**src/rtl/stack_pkg.sv**
```systemverilog
// stack_pkg: shared state encoding, requester IDs and default sizing for the
// shared LIFO stack controller.
package stack_pkg;
   localparam int DEF_DEPTH = 4;
   localparam int DEF_DW    = 8;
   localparam logic RID0 = 1'b0;
   localparam logic RID1 = 1'b1;
   typedef enum logic [1:0] {
      S_EMPTY = 2'd0,
      S_MID   = 2'd1,
      S_FULL  = 2'd2
   } state_t;
endpackage

```
**src/rtl/stack_mem.sv**
```systemverilog
// stack_mem: DEPTH x DW register array, synchronous write, combinational read.
// Contents are deliberately not reset.
module stack_mem #(
   parameter int DEPTH = 4,
   parameter int DW    = 8,
   parameter int AW    = 2
) (
   input  logic          clk,
   input  logic          we,
   input  logic [AW-1:0] waddr,
   input  logic [DW-1:0] wdata,
   input  logic [AW-1:0] raddr,
   output logic [DW-1:0] rdata
);
   logic [DW-1:0] mem [DEPTH];

   always_ff @(posedge clk)
      if (we) mem[waddr] <= wdata;

   assign rdata = mem[raddr];
endmodule

```
**src/rtl/stack_arbiter.sv**
```systemverilog
// stack_arbiter: round-robin arbiter sharing one LIFO stack between two
// requesters; owns the stack pointer, storage access and error pulses.
module stack_arbiter
   import stack_pkg::*;
#(
   parameter int DEPTH = DEF_DEPTH,
   parameter int DW    = DEF_DW,
   parameter int AW    = $clog2(DEPTH)
) (
   input  logic          clk,
   input  logic          rst_n,
   input  logic          r0_push,
   input  logic          r0_pop,
   input  logic [DW-1:0] r0_wdata,
   input  logic          r1_push,
   input  logic          r1_pop,
   input  logic [DW-1:0] r1_wdata,
   output logic          gnt0,
   output logic          gnt1,
   output logic [DW-1:0] rdata,
   output logic          rvalid,
   output logic          rid,
   output logic [AW:0]   count,
   output logic          full,
   output logic          empty,
   output logic          ovf,
   output logic          udf
);
   localparam logic [AW:0] ONE  = (AW+1)'(1);
   localparam logic [AW:0] LAST = (AW+1)'(DEPTH - 1);

   state_t        state_q, state_d;
   logic [AW:0]   sp_q, sp_d, count_q, count_d;
   logic [DW-1:0] rdata_q, rdata_d, wdata, mem_rdata;
   logic          rvalid_q, rvalid_d, rid_q, rid_d, ovf_q, ovf_d, udf_q, udf_d;
   logic          last_gnt_q, last_gnt_d;
   logic          v0, v1, push, pop, wr, rd;

   // Holding both push and pop makes a requester ineligible rather than picking one.
   assign v0    = r0_push ^ r0_pop;
   assign v1    = r1_push ^ r1_pop;
   assign gnt0  = v0 & (~v1 | last_gnt_q == RID1);
   assign gnt1  = v1 & (~v0 | last_gnt_q == RID0);
   assign push  = (gnt0 & r0_push) | (gnt1 & r1_push);
   assign pop   = (gnt0 & r0_pop) | (gnt1 & r1_pop);
   assign wdata = gnt1 ? r1_wdata : r0_wdata;
   assign full  = state_q == S_FULL;
   assign empty = state_q == S_EMPTY;
   assign wr    = push & ~full;
   assign rd    = pop & ~empty;

   stack_mem #(.DEPTH(DEPTH), .DW(DW), .AW(AW)) u_mem (
      .clk   (clk),
      .we    (wr),
      .waddr (sp_q[AW-1:0]),
      .wdata (wdata),
      .raddr (AW'(sp_q - ONE)),
      .rdata (mem_rdata)
   );

   always_comb begin
      sp_d       = wr ? sp_q + ONE : rd ? sp_q - ONE : sp_q;
      count_d    = wr ? count_q + ONE : rd ? count_q - ONE : count_q;
      state_d    = (state_q == S_EMPTY && wr)                  ? S_MID   :
                   (state_q == S_MID && wr && count_q == LAST) ? S_FULL  :
                   (state_q == S_MID && rd && count_q == ONE)  ? S_EMPTY :
                   (state_q == S_FULL && rd)                   ? S_MID   : state_q;
      rdata_d    = rd ? mem_rdata : rdata_q;
      rvalid_d   = rd;
      rid_d      = rd ? (gnt1 ? RID1 : RID0) : rid_q;
      ovf_d      = push & full;
      udf_d      = pop & empty;
      last_gnt_d = gnt0 ? RID0 : gnt1 ? RID1 : last_gnt_q;
   end

   always_ff @(posedge clk or negedge rst_n)
      if (!rst_n) begin
         state_q    <= S_EMPTY;
         sp_q       <= '0;
         count_q    <= '0;
         rdata_q    <= '0;
         rvalid_q   <= 1'b0;
         rid_q      <= RID0;
         ovf_q      <= 1'b0;
         udf_q      <= 1'b0;
         last_gnt_q <= RID1;
      end else begin
         state_q    <= state_d;
         sp_q       <= sp_d;
         count_q    <= count_d;
         rdata_q    <= rdata_d;
         rvalid_q   <= rvalid_d;
         rid_q      <= rid_d;
         ovf_q      <= ovf_d;
         udf_q      <= udf_d;
         last_gnt_q <= last_gnt_d;
      end

   assign rdata  = rdata_q;
   assign rvalid = rvalid_q;
   assign rid    = rid_q;
   assign count  = count_q;
   assign ovf    = ovf_q;
   assign udf    = udf_q;
endmodule

```
**config.mk**
```make
export PLATFORM = sky130hd
export DESIGN_NAME = stack_arbiter
export DESIGN_NICKNAME = d
export VERILOG_FILES = /design/src/rtl/stack_pkg.sv /design/src/rtl/stack_mem.sv /design/src/rtl/stack_arbiter.sv
export SDC_FILE = /design/constraint.sdc
export NUM_CORES = 1
export LEC_CHECK = 0
export ABC_AREA = 1
export CORE_MARGIN = 2
export CORE_UTILIZATION = 41
export DETAILED_ROUTE_END_ITERATION = 12
export PLACE_DENSITY = 0.66
export SYNTH_ARGS = -nofsm -noshare
export SYNTH_HDL_FRONTEND = slang
export SYNTH_SLANG_ARGS = --single-unit
```
**constraint.sdc**
```tcl
create_clock -name clk -period 2.57 [get_ports clk]
set_input_delay 0.6425 -clock clk [delete_from_list [all_inputs] [get_ports clk]]
set_output_delay 0.6425 -clock clk [all_outputs]
set_load 0.02 [all_outputs]
```
==> impl_metrics.ini <==
[power]
combPwrFrac_pct = 46.1
p_leak_uw = 0.00137
vdd.ir_drop.worst_uv = 472
power_density_mw_per_mm2 = 1040
switching_share_pct = 40.3
pwr-share-seq_pct = 38.2
net-switching-power_uw = 1300
pwr-share-clk_pct = 15.8
internal_power_uw = 1930

[global_routing]
grt_usage_pct = 16.0
antenna_found_initial = 0
gr-total-overflow = 0
grt_max_degree = 21
grt_pass1_wl_um = 7870
first_global_vias = 1699

[worst_setup_path]
arrival_ns = 1.79
end_kind = output port
required_ns = 1.93
crit_start = r1_push
path_class = in -> out
critPathMaxFanout = 3
reg2reg_depth = 7
rr_startpoint = sp_q[1]$_DFFE_PN0P_
crit_path_start_kind = input port

[min_path]
hold_start = rdata[5]$_DFFE_PN0N_
min_path_cells = 2
hold_path.class = reg -> reg

[route]
ant_nets = 0
viasPerCell = 4.68
wl_per_cell_um = 12.4
wl_um = 4600
drc_errors = 0
via_count = 1742
drt_iter0_drc = 68
drt-pass1-iter-count = 4

[sta]
relSlewSlack_pct = 78.0
worst_pin_slew_ns = 0.330
setup_viol = 0
hold_violations = 0
fin_skew_ns = 0.0111
period_needed_ns = 2.43
finalCritPeriodShare_pct = 94.5
hold_ws_ns = 0.487
slew_viol_final = 0
rsz0062_at_grt = no
fmax_mhz = 412
tns_ns = 0

[layout]
area_growth_pct = 27.7
fill_cells = 545
fin_nets = 329
final_cells = 372
n_antenna_cell = 0
seq_area_mm2 = 0.00146
drive_above_1_share_pct = 14.7
multiInputGateArea_um2 = 817

[placement]
place_congestion = 0.777
dp.cells = 364
dp_hpwl_um = 3300
portBuffers = 40

[clock_tree]
postCtsSetupBuffers = 0
cts_hold_buf = 0
cts_tree = yes
clock_sinks = 52
path_clk_slew_ns = 0.10
cts_max_level = 2
cts_buffer_depth = 2
clk_latency_ns = 0.31
root_buffer = clkbuf_8
numCtsBuffers = 5
cts_resized = 2

[synthesis]
syn_nets = 270
synth_edf_count = 32
synth_area_mm2 = 0.00242
avgSynthCellArea_um2 = 10.1
synthArstFlopShare_pct = 38.5
synth_cells = 240
yosysUniqueCellTypes = 27
synth-seq-cells = 52
seq_area_frac_synth_pct = 60.4
ys_dominant_reg_cell = edfxtp_1
ys_warn_count = 0

[die]
die_x_um = 80.8
io_pins = 41
dieArea_mm2 = 0.00653
start_util_pct = 43.2
rows = 27
die_h_um = 80.8
core_mm2 = 0.00561

[run]
maxCapViolations = 0

[outcome]
status = finished, final reports clean
==> flip-flops by register name, indices dropped and copies added, names as in the netlist <==
| signal | flops |
|---|---|
| u_mem.mem | 32 |
| rdata | 8 |
| count | 3 |
| sp_q | 2 |
| state_q | 2 |
| last_gnt_q | 1 |
| ovf | 1 |
| rid | 1 |
| rvalid | 1 |
| udf | 1 |
==> metal layers <==
layer	global-route usage, %	vias up	part of all wire, %
met5	0	-	0
met4	6.27	0	1.3
met3	3.67	5	3.7
met2	26.5	34	47
met1	20.4	797	47
li1	-	906	-
==> synth_stat cells (3+ instances only) <==
library cell	count	area, um2
o22ai_1	8	50.1
nand2_2	4	25.0
ha_1	8	100
a21oi_1	3	15.0
nand3_2	4	40.0
nand3_1	13	65.1
o21ai_0	16	80.1
dfrtp_1	19	475
nand2_4	3	33.8
inv_1	21	78.8
nor2_1	25	93.8
nand2_1	68	255
edfxtp_1	32	961
==> stage by stage <==
stage,utilization (%),worst slack [ns],cell area (um2),power (uW)
after CTS,55.2,0.0189,3090,3250
after detailed placement,53.5,-0.244,3000,2740
after global routing,55.1,0.0729,3090,3520
after global placement,53.5,-0.237,3000,2720
final,55.1,0.141,3090,3230
after floorplan,-,0.651,2420,2190
==> worst paths after layout <==
| path | end | slack (ns) |
|---|---|---|
| setup / recovery | gnt0 | 0.14 |
| hold / removal | rdata[5]$_DFFE_PN0N_ | 0.49 |
| min in group asynchronous | ovf$_DFF_PN0_ | 0.65 |
| hold reg to reg | rdata[5]$_DFFE_PN0N_ | 0.49 |
| setup reg to reg | rdata[6]$_DFFE_PN0N_ | 0.74 |
| max in group asynchronous | last_gnt_q$_DFFE_PN1P_ | 1.64 |
==> power by group through the flow <==
| stage | Sequential [uW] | Clock [uW] | Combinational, uW |
|---|---|---|---|
| global route | 1260 | 561 | 1700 |
| global placement | 1250 | 0 | 1470 |
| CTS | 1230 | 523 | 1500 |
| floorplan | 1360 | 0 | 831 |
| detailed placement | 1250 | 0 | 1490 |
| finish | 1230 | 509 | 1490 |
==> final cells by class <==
class,instances,share of cell area [%]
Sequential cell,52,47.3
Clock buffer,5,2.23
Timing Repair Buffer,58,17.1
Inverter,24,3.00
Multi-Input combinational cell,158,26.4
Clock inverter,3,0.932
Tap cell,72,2.92
==> cell families (layout without fill, tap and decap cells) <==
family,count (synthesis),in the layout,synth area share (%)
fa+ha+maj,8,8,4.14
xor+xnor,1,1,0.362
compound gates,28,28,6.20
flops,52,52,60.4
simple gates,121,121,23.1
buf+inv,30,90,5.79
==> worst max-delay path: stages <==
cell             delay [ns]
clkdlybuf4s50_1        0.50
inv_1                  0.06
nand2_2                0.07
nand3_2                0.07
and3_1                 0.14
dlygate4sd2_1          0.31
==> placed cells by master, fill, tap and decap left out, drive strengths merged, types with 17 or more instances in the layout <==
cell / netlist / final
inv: 24 / 27
o21ai: 17 / 17
nand3: 17 / 17
nor2: 26 / 26
dfrtp: 19 / 19
nand2: 76 / 76
buf: 5 / 18
edfxtp: 32 / 32
clkdlybuf4s50: 0 / 38
Note: power is estimated with default switching activity, not from simulation.
